[config.mk]
export PLATFORM = sky130hd
export DESIGN_NAME = qpmux_sel_ctrl
export DESIGN_NICKNAME = d
export VERILOG_FILES = /design/src/rtl/qpmux_sel_pkg.sv /design/src/rtl/qpmux_sel_timer.sv /design/src/rtl/qpmux_sel_ctrl.sv
export SDC_FILE = /design/constraint.sdc
export NUM_CORES = 1
export LEC_CHECK = 0
export ABC_CLOCK_PERIOD_IN_PS = 2200
export CORE_ASPECT_RATIO = 1.2
export CORE_MARGIN = 4
export CORE_UTILIZATION = 56
export CTS_BUF_LIST = sky130_fd_sc_hd__clkbuf_4
export CTS_CLUSTER_DIAMETER = 100
export DETAILED_ROUTE_END_ITERATION = 10
export PLACE_DENSITY = 0.81
export RECOVER_POWER = 50
export SLEW_MARGIN = 20
export SYNTH_ARGS = -nofsm -noshare
export SYNTH_HDL_FRONTEND = slang
export SYNTH_SLANG_ARGS = --single-unit
[constraint.sdc]
create_clock -name CLK -period 2.2 [get_ports CLK]
set_clock_uncertainty 0.1 [all_clocks]
set_input_delay 0.44 -clock CLK [delete_from_list [all_inputs] [get_ports CLK]]
set_output_delay 0.44 -clock CLK [all_outputs]
set_load 0.01 [all_outputs]
[src/rtl/qpmux_sel_pkg.sv]
// Shared types and helpers for the quad-clock mux select sequencer.
// Optional feature macro used by the top level: QPMUX_SEL_ERR_EN.
package qpmux_sel_pkg;

  typedef enum logic [1:0] {
    IDLE     = 2'd0,
    GATE_OFF = 2'd1,
    SWITCH   = 2'd2,
    SETTLE   = 2'd3
  } state_t;

  localparam logic [1:0] SRC_QCLKIN = 2'd0;
  localparam logic [1:0] SRC_QHSCK  = 2'd1;
  localparam logic [1:0] SRC_GMUXIN = 2'd2;
  localparam logic [1:0] SRC_RSVD   = 2'd3;

  // Map a source code to the mux select pins, returned as {IS1, IS0}.
  // The reserved code maps like QHSCK so both select bits are never set.
  function automatic logic [1:0] src_to_is(input logic [1:0] sel);
    logic [1:0] is_bits;
    case (sel)
      SRC_QCLKIN: is_bits = 2'b00;
      SRC_QHSCK:  is_bits = 2'b10;
      SRC_GMUXIN: is_bits = 2'b01;
      default:    is_bits = 2'b10;
    endcase
    return is_bits;
  endfunction

endpackage

[src/rtl/qpmux_sel_timer.sv]
// Loadable down-counter used to time the gate-off and settle windows.
// hit flags a count of 1, i.e. the last cycle of the current window.
module qpmux_sel_timer #(
  parameter int CNT_W   = 8,
  parameter int RST_VAL = 8
) (
  input  logic             clk,
  input  logic             rst,
  input  logic             load,
  input  logic             en,
  input  logic [CNT_W-1:0] value,
  output logic             hit
);

  logic [CNT_W-1:0] count;

  // Load has priority over decrement; reset preloads the settle window.
  always_ff @(posedge clk or posedge rst) begin
    if (rst) begin
      count <= CNT_W'(RST_VAL);
    end else if (load) begin
      count <= value;
    end else if (en) begin
      count <= count - 1'b1;
    end
  end

  assign hit = (count == CNT_W'(1));

endmodule

[src/rtl/qpmux_sel_ctrl.sv]
// Break-before-make select sequencer for the quad-clock mux cell.
// Sequence on a source change: gate off, hold, change select, settle, gate on.
// Optional macro QPMUX_SEL_ERR_EN: reject the reserved source code and raise
// a sticky ERR flag instead of treating it as QHSCK.
//
// Request handshake: a request is taken on a rising CLK edge where REQ_VALID
// and REQ_READY are both high. REQ_READY is high only in IDLE; a requester
// holds REQ_VALID and REQ_SEL stable until that edge.
module qpmux_sel_ctrl
  import qpmux_sel_pkg::*;
#(
  parameter int OFF_CYCLES    = 4,
  parameter int SETTLE_CYCLES = 8,
  parameter int CNT_W         = 8
) (
  input  logic       CLK,
  input  logic       RST,
  input  logic       REQ_VALID,
  input  logic [1:0] REQ_SEL,
  output logic       REQ_READY,
  output logic       IS0,
  output logic       IS1,
  output logic       GATE_EN,
  output logic       BUSY,
  output logic       DONE,
  output logic [1:0] CUR_SEL
`ifdef QPMUX_SEL_ERR_EN
  ,
  output logic       ERR
`endif
);

  state_t           state;
  state_t           state_nxt;
  logic [1:0]       tgt_sel;
  logic [1:0]       tgt_sel_nxt;
  logic [1:0]       cur_sel_nxt;
  logic             gate_nxt;
  logic             done_nxt;
  logic             in_seq;
  logic             in_seq_nxt;
  logic             t_load;
  logic             t_en;
  logic [CNT_W-1:0] t_value;
  logic             t_hit;
  logic [1:0]       sel_eff;
  logic             rsvd_req;

`ifdef QPMUX_SEL_ERR_EN
  assign sel_eff  = REQ_SEL;
  assign rsvd_req = (REQ_SEL == SRC_RSVD);
`else
  assign sel_eff  = (REQ_SEL == SRC_RSVD) ? SRC_QHSCK : REQ_SEL;
  assign rsvd_req = 1'b0;
`endif

  assign REQ_READY = (state == IDLE);
  assign BUSY      = (state != IDLE);

  qpmux_sel_timer #(
    .CNT_W  (CNT_W),
    .RST_VAL(SETTLE_CYCLES)
  ) u_timer (
    .clk  (CLK),
    .rst  (RST),
    .load (t_load),
    .en   (t_en),
    .value(t_value),
    .hit  (t_hit)
  );

  // State register plus all registered outputs; reset lands in SETTLE.
  always_ff @(posedge CLK or posedge RST) begin
    if (RST) begin
      state      <= SETTLE;
      tgt_sel    <= SRC_QCLKIN;
      CUR_SEL    <= SRC_QCLKIN;
      {IS1, IS0} <= 2'b00;
      GATE_EN    <= 1'b0;
      DONE       <= 1'b0;
      in_seq     <= 1'b0;
    end else begin
      state      <= state_nxt;
      tgt_sel    <= tgt_sel_nxt;
      CUR_SEL    <= cur_sel_nxt;
      {IS1, IS0} <= src_to_is(cur_sel_nxt);
      GATE_EN    <= gate_nxt;
      DONE       <= done_nxt;
      in_seq     <= in_seq_nxt;
    end
  end

  // Next-state and next-output decode; select only moves in SWITCH while
  // the gate is already low, so select and gate never change together.
  always_comb begin
    state_nxt   = state;
    tgt_sel_nxt = tgt_sel;
    cur_sel_nxt = CUR_SEL;
    gate_nxt    = 1'b0;
    done_nxt    = 1'b0;
    in_seq_nxt  = in_seq;
    t_load      = 1'b0;
    t_en        = 1'b0;
    t_value     = '0;
    case (state)
      IDLE: begin
        gate_nxt = 1'b1;
        if (REQ_VALID && !rsvd_req) begin
          if (sel_eff == CUR_SEL) begin
            done_nxt = 1'b1;
          end else begin
            tgt_sel_nxt = sel_eff;
            t_load      = 1'b1;
            t_value     = CNT_W'(OFF_CYCLES);
            state_nxt   = GATE_OFF;
            gate_nxt    = 1'b0;
            in_seq_nxt  = 1'b1;
          end
        end
      end
      GATE_OFF: begin
        if (t_hit) begin
          state_nxt = SWITCH;
        end else begin
          t_en = 1'b1;
        end
      end
      SWITCH: begin
        cur_sel_nxt = tgt_sel;
        t_load      = 1'b1;
        t_value     = CNT_W'(SETTLE_CYCLES);
        state_nxt   = SETTLE;
      end
      SETTLE: begin
        if (t_hit) begin
          state_nxt  = IDLE;
          gate_nxt   = 1'b1;
          done_nxt   = in_seq;
          in_seq_nxt = 1'b0;
        end else begin
          t_en = 1'b1;
        end
      end
      default: begin
        state_nxt = SETTLE;
      end
    endcase
  end

`ifdef QPMUX_SEL_ERR_EN
  // Sticky flag for a reserved request taken in IDLE; cleared only by reset.
  always_ff @(posedge CLK or posedge RST) begin
    if (RST) begin
      ERR <= 1'b0;
    end else if (state == IDLE && REQ_VALID && rsvd_req) begin
      ERR <= 1'b1;
    end
  end
`endif

endmodule

==> results of run 1 <==
==> synthesized netlist by cell type <==
cell type	count	area share (%)
a211oi_1	1	0.74
a21oi_1	6	3.0
a221oi_2	1	1.5
a22o_1	1	0.87
a311o_1	1	0.99
a31oi_1	1	0.62
and2_1	1	0.62
and4b_1	1	0.99
buf_2	1	0.50
buf_4	1	0.74
dfrtp_1	15	37
dfstp_2	3	7.8
ha_1	6	7.4
inv_1	6	2.2
mux2_2	5	5.6
mux2i_1	2	2.0
nand2_1	3	1.1
nand3_1	2	0.99
nor2_1	11	4.1
nor2_2	1	0.62
nor2b_1	5	3.1
nor3_1	1	0.50
nor3b_1	1	0.74
nor4_2	1	1.2
nor4b_2	1	1.5
nor4bb_1	1	0.99
o21ai_0	1	0.50
o21ai_1	1	0.50
o21bai_1	1	0.74
o22ai_1	1	0.62
o31ai_1	2	1.5
o32a_1	1	0.99
o41a_1	1	1.1
or2_2	1	0.62
or3_1	2	1.2
or4_1	1	0.74
or4_4	1	1.1
xnor2_1	3	2.6
==> metal layers <==
metal	wire length, um	part of all wire (%)	up-vias	global-route usage, %
li1	-	-	374	-
met1	782	40	384	20.37
met2	1045	54	19	34.86
met3	87	4.5	5	3.618
met4	34	1.7	0	6.912
met5	0	0	-	0
==> final cells by class <==
class | count | share of cell area, %
timing repair buffer | 15 | 11.76
sequential | 18 | 38.13
inverter | 6 | 1.891
multi-input combinational | 69 | 43.80
clock buffer | 4 | 2.521
tap | 18 | 1.891
==> state kept, by name (all words and copies together), names as in the netlist <==
| signal | cells |
|---|---|
| IS1 | 1 |
| GATE_EN | 1 |
| IS0 | 1 |
| tgt_sel | 2 |
| state | 2 |
| u_timer.count | 8 |
| DONE | 1 |
| CUR_SEL | 1 |
| in_seq | 1 |
==> layout by cell type (no fill, tap or decap), types with 3 or more instances in the layout <==
cell type,instances
mux2_2,3
a21oi_1,6
nor2b_1,5
inv_1,6
dfrtp_1,15
ha_1,5
clkdlybuf4s50_1,8
nor2_1,11
dfstp_2,3
nand2_1,3
xnor2_1,3
clkbuf_4,4
==> worst paths after layout <==
path / endpoint / slack (ns) / depth (start not counted)
max in group asynchronous: u_timer.count[7]$_DFFE_PP0P_ / 0.65 / 3
setup / recovery: state[1]$_DFFE_PP1P_ / 0.17 / 6
hold / removal: tgt_sel[0]$_DFFE_PP0P_ / 0.42 / 1
hold reg to reg: tgt_sel[0]$_DFFE_PP0P_ / 0.42 / 1
setup reg to reg: state[1]$_DFFE_PP1P_ / 0.17 / 6
min in group asynchronous: u_timer.count[4]$_DFFE_PP0P_ / 0.76 / 3
==> logic make-up after synthesis <==
kind of cell,count (synthesis),synth area share (%)
xor gates and xnor gates,3,2.606
muxes,7,7.568
adders and majority gates,6,7.444
DFF,18,45.04
AOI/OAI and AO/OA,19,13.65
buffers and inverters,8,3.474
and+or+nand+nor,34,20.22
==> per-stage QoR <==
stage	hold WS, ns	cell area (um^2)	setup slack, ns	utilization, %
final	0.4206	1191	0.1683	71.69
after floorplan	0.2764	1008	0.1755	-
after detailed placement	0.4006	1161	0.04296	69.88
after global placement	0.3864	1161	0.07149	69.88
after CTS	0.3688	1192	0.005000	71.76
after global routing	0.4419	1191	0.08370	71.69
==> power groups by stage <==
| stage | Clock [uW] | Combinational (uW) | Sequential [uW] |
|---|---|---|---|
| after CTS | 187 | 1010 | 659 |
| after global placement | 0 | 971 | 657 |
| after global routing | 201 | 1100 | 681 |
| after detailed placement | 0 | 1000 | 666 |
| final | 183 | 987 | 657 |
| after floorplan | 0 | 706 | 647 |
==> out/metrics.cfg, run 1 <==
[outcome]
run_status = completed

[finish]
final_layout_size_suffix_gt1_share_pct = 16.96
nets = 124
fill_cells = 136
final-instance-count-excl-fill = 130
multi_input_area_um2 = 521.8
antenna_cells = 0
area_delta_synth_final_pct = 18.11
ff_latch_area_um2 = 454.2

[clock_network]
cts_hold_buffers = 0
cts_max_level = 1
worst_setup_hold_path_clk_slew_ns = 0.10
tritoncts = built
clockBufferDepth = 2
worst_skew_pair.late_latency_ns = 0.29
postCtsSetupBuffers = 0
ctsResizeCount = 2
cts_root_buffer = clkbuf_4
cts_buffers = 3
cts_num_sinks = 18

[critical_path]
crit_path_cell_trace = inv_1 -> ha_2 -> nor2b_1 -> a311o_1 -> nor2_1 -> mux2_2
worst_setup_path_startpoint = state[0]$_DFFE_PP1P_
cp-end-kind = flip-flop
worst-path-buf-inv = 1
crit_path_max_fanout = 8
worstSetupPathType = reg2reg
worst_path_dominant_cell_family = flip-flops
critPathRequiredTime_ns = 2.33
worst_path_largest_cell_delay_ns = 0.57
worst_r2r_startpoint = state[0]$_DFFE_PP1P_
crit_arrival_ns = 2.17
crit_path_top_delay_cell = dfstp_2
worst_setup_path_start_kind = flip-flop

[routing]
finalWirelength_mm = 1.950
detail_route.iter0.violations = 7
route.antenna.remaining_nets = 0
via_per_inst = 6.015
drc = 0
length_of_the_first_detailed_routing_pass_in_iterations = 5
wire_per_inst_um = 15.00
route.vias.total = 782

[sta]
timing_worst_slew_pin_value_ns = 0.9586
clock.fmax_mhz = 492.2
fin_tns_setup_ns = 0
unrepaired_setup_endpoints_after_global_routing = false
min_period_ns = 2.032
timing.final.setup_violations = 0
max-slew-margin-rel_pct = 36.09
timing_hold_violations_final = 0
slew_viol_final = 0
post-route-period-util_pct = 92.35

[placement]
numPortBuffers = 12
placed_cells_incl_taps = 126
hpwlAfterDp_mm = 1.484
place.gp.congestion = 0.7982

[floorplan]
core.rowCount = 16
floorplan.initialDensity_pct = 60.69
boundaryPins = 13
core_box_area_um2 = 1662
fp.dieArea_um2 = 2547
die_width_um = 46.74
die_h_um = 54.49

[run]
max_cap_viol_count = 0

[hold_path]
min_from = tgt_sel[0]$_DFFE_PP0P_
hp-class = reg2reg

[logic_synthesis]
synth_nets = 106
synth_warnings = 0
ys_ff_latch = 18
synth_sequential_area_ratio_pct = 45.04
distinct_cell_type_count_of_the_synthesized_netlist = 38
netlist_instances = 95
synth.cell_area_um2 = 1008
avgSynthCellArea_um2 = 10.62

[power_and_ir_drop]
comb_power_share_pct = 54.0
share_clk_of_total_power_pct = 10.0
power_leakage_uw = 0.0005187
power_frac_seq_pct = 36.0
power_spent_charging_and_discharging_nets_uw = 751.8
power.ir.vdd_worst_mv = 0.8364
net_sw_share_pct = 41.14
p_int_uw = 1076
p_total_uw = 1827
power_density_nw_per_um2 = 1534

[global_routing]
grt_start_max_net_pins = 19
first_pass_grt_wire_length_mm = 3.346
grt.total_usage_pct = 18.67
grt_overflow = 0
number_of_antenna_violations_at_the_first_check_in_global_routing = 0
grt_pass1_vias = 793

Note: power is estimated with default switching activity, not from simulation.
==> run 2: changes to the inputs <==
Settings changed: GPL_ROUTABILITY_DRIVEN set to 0.
==> results of run 2 <==
The final DEF is identical to that of run 1; final timing and power are the same.
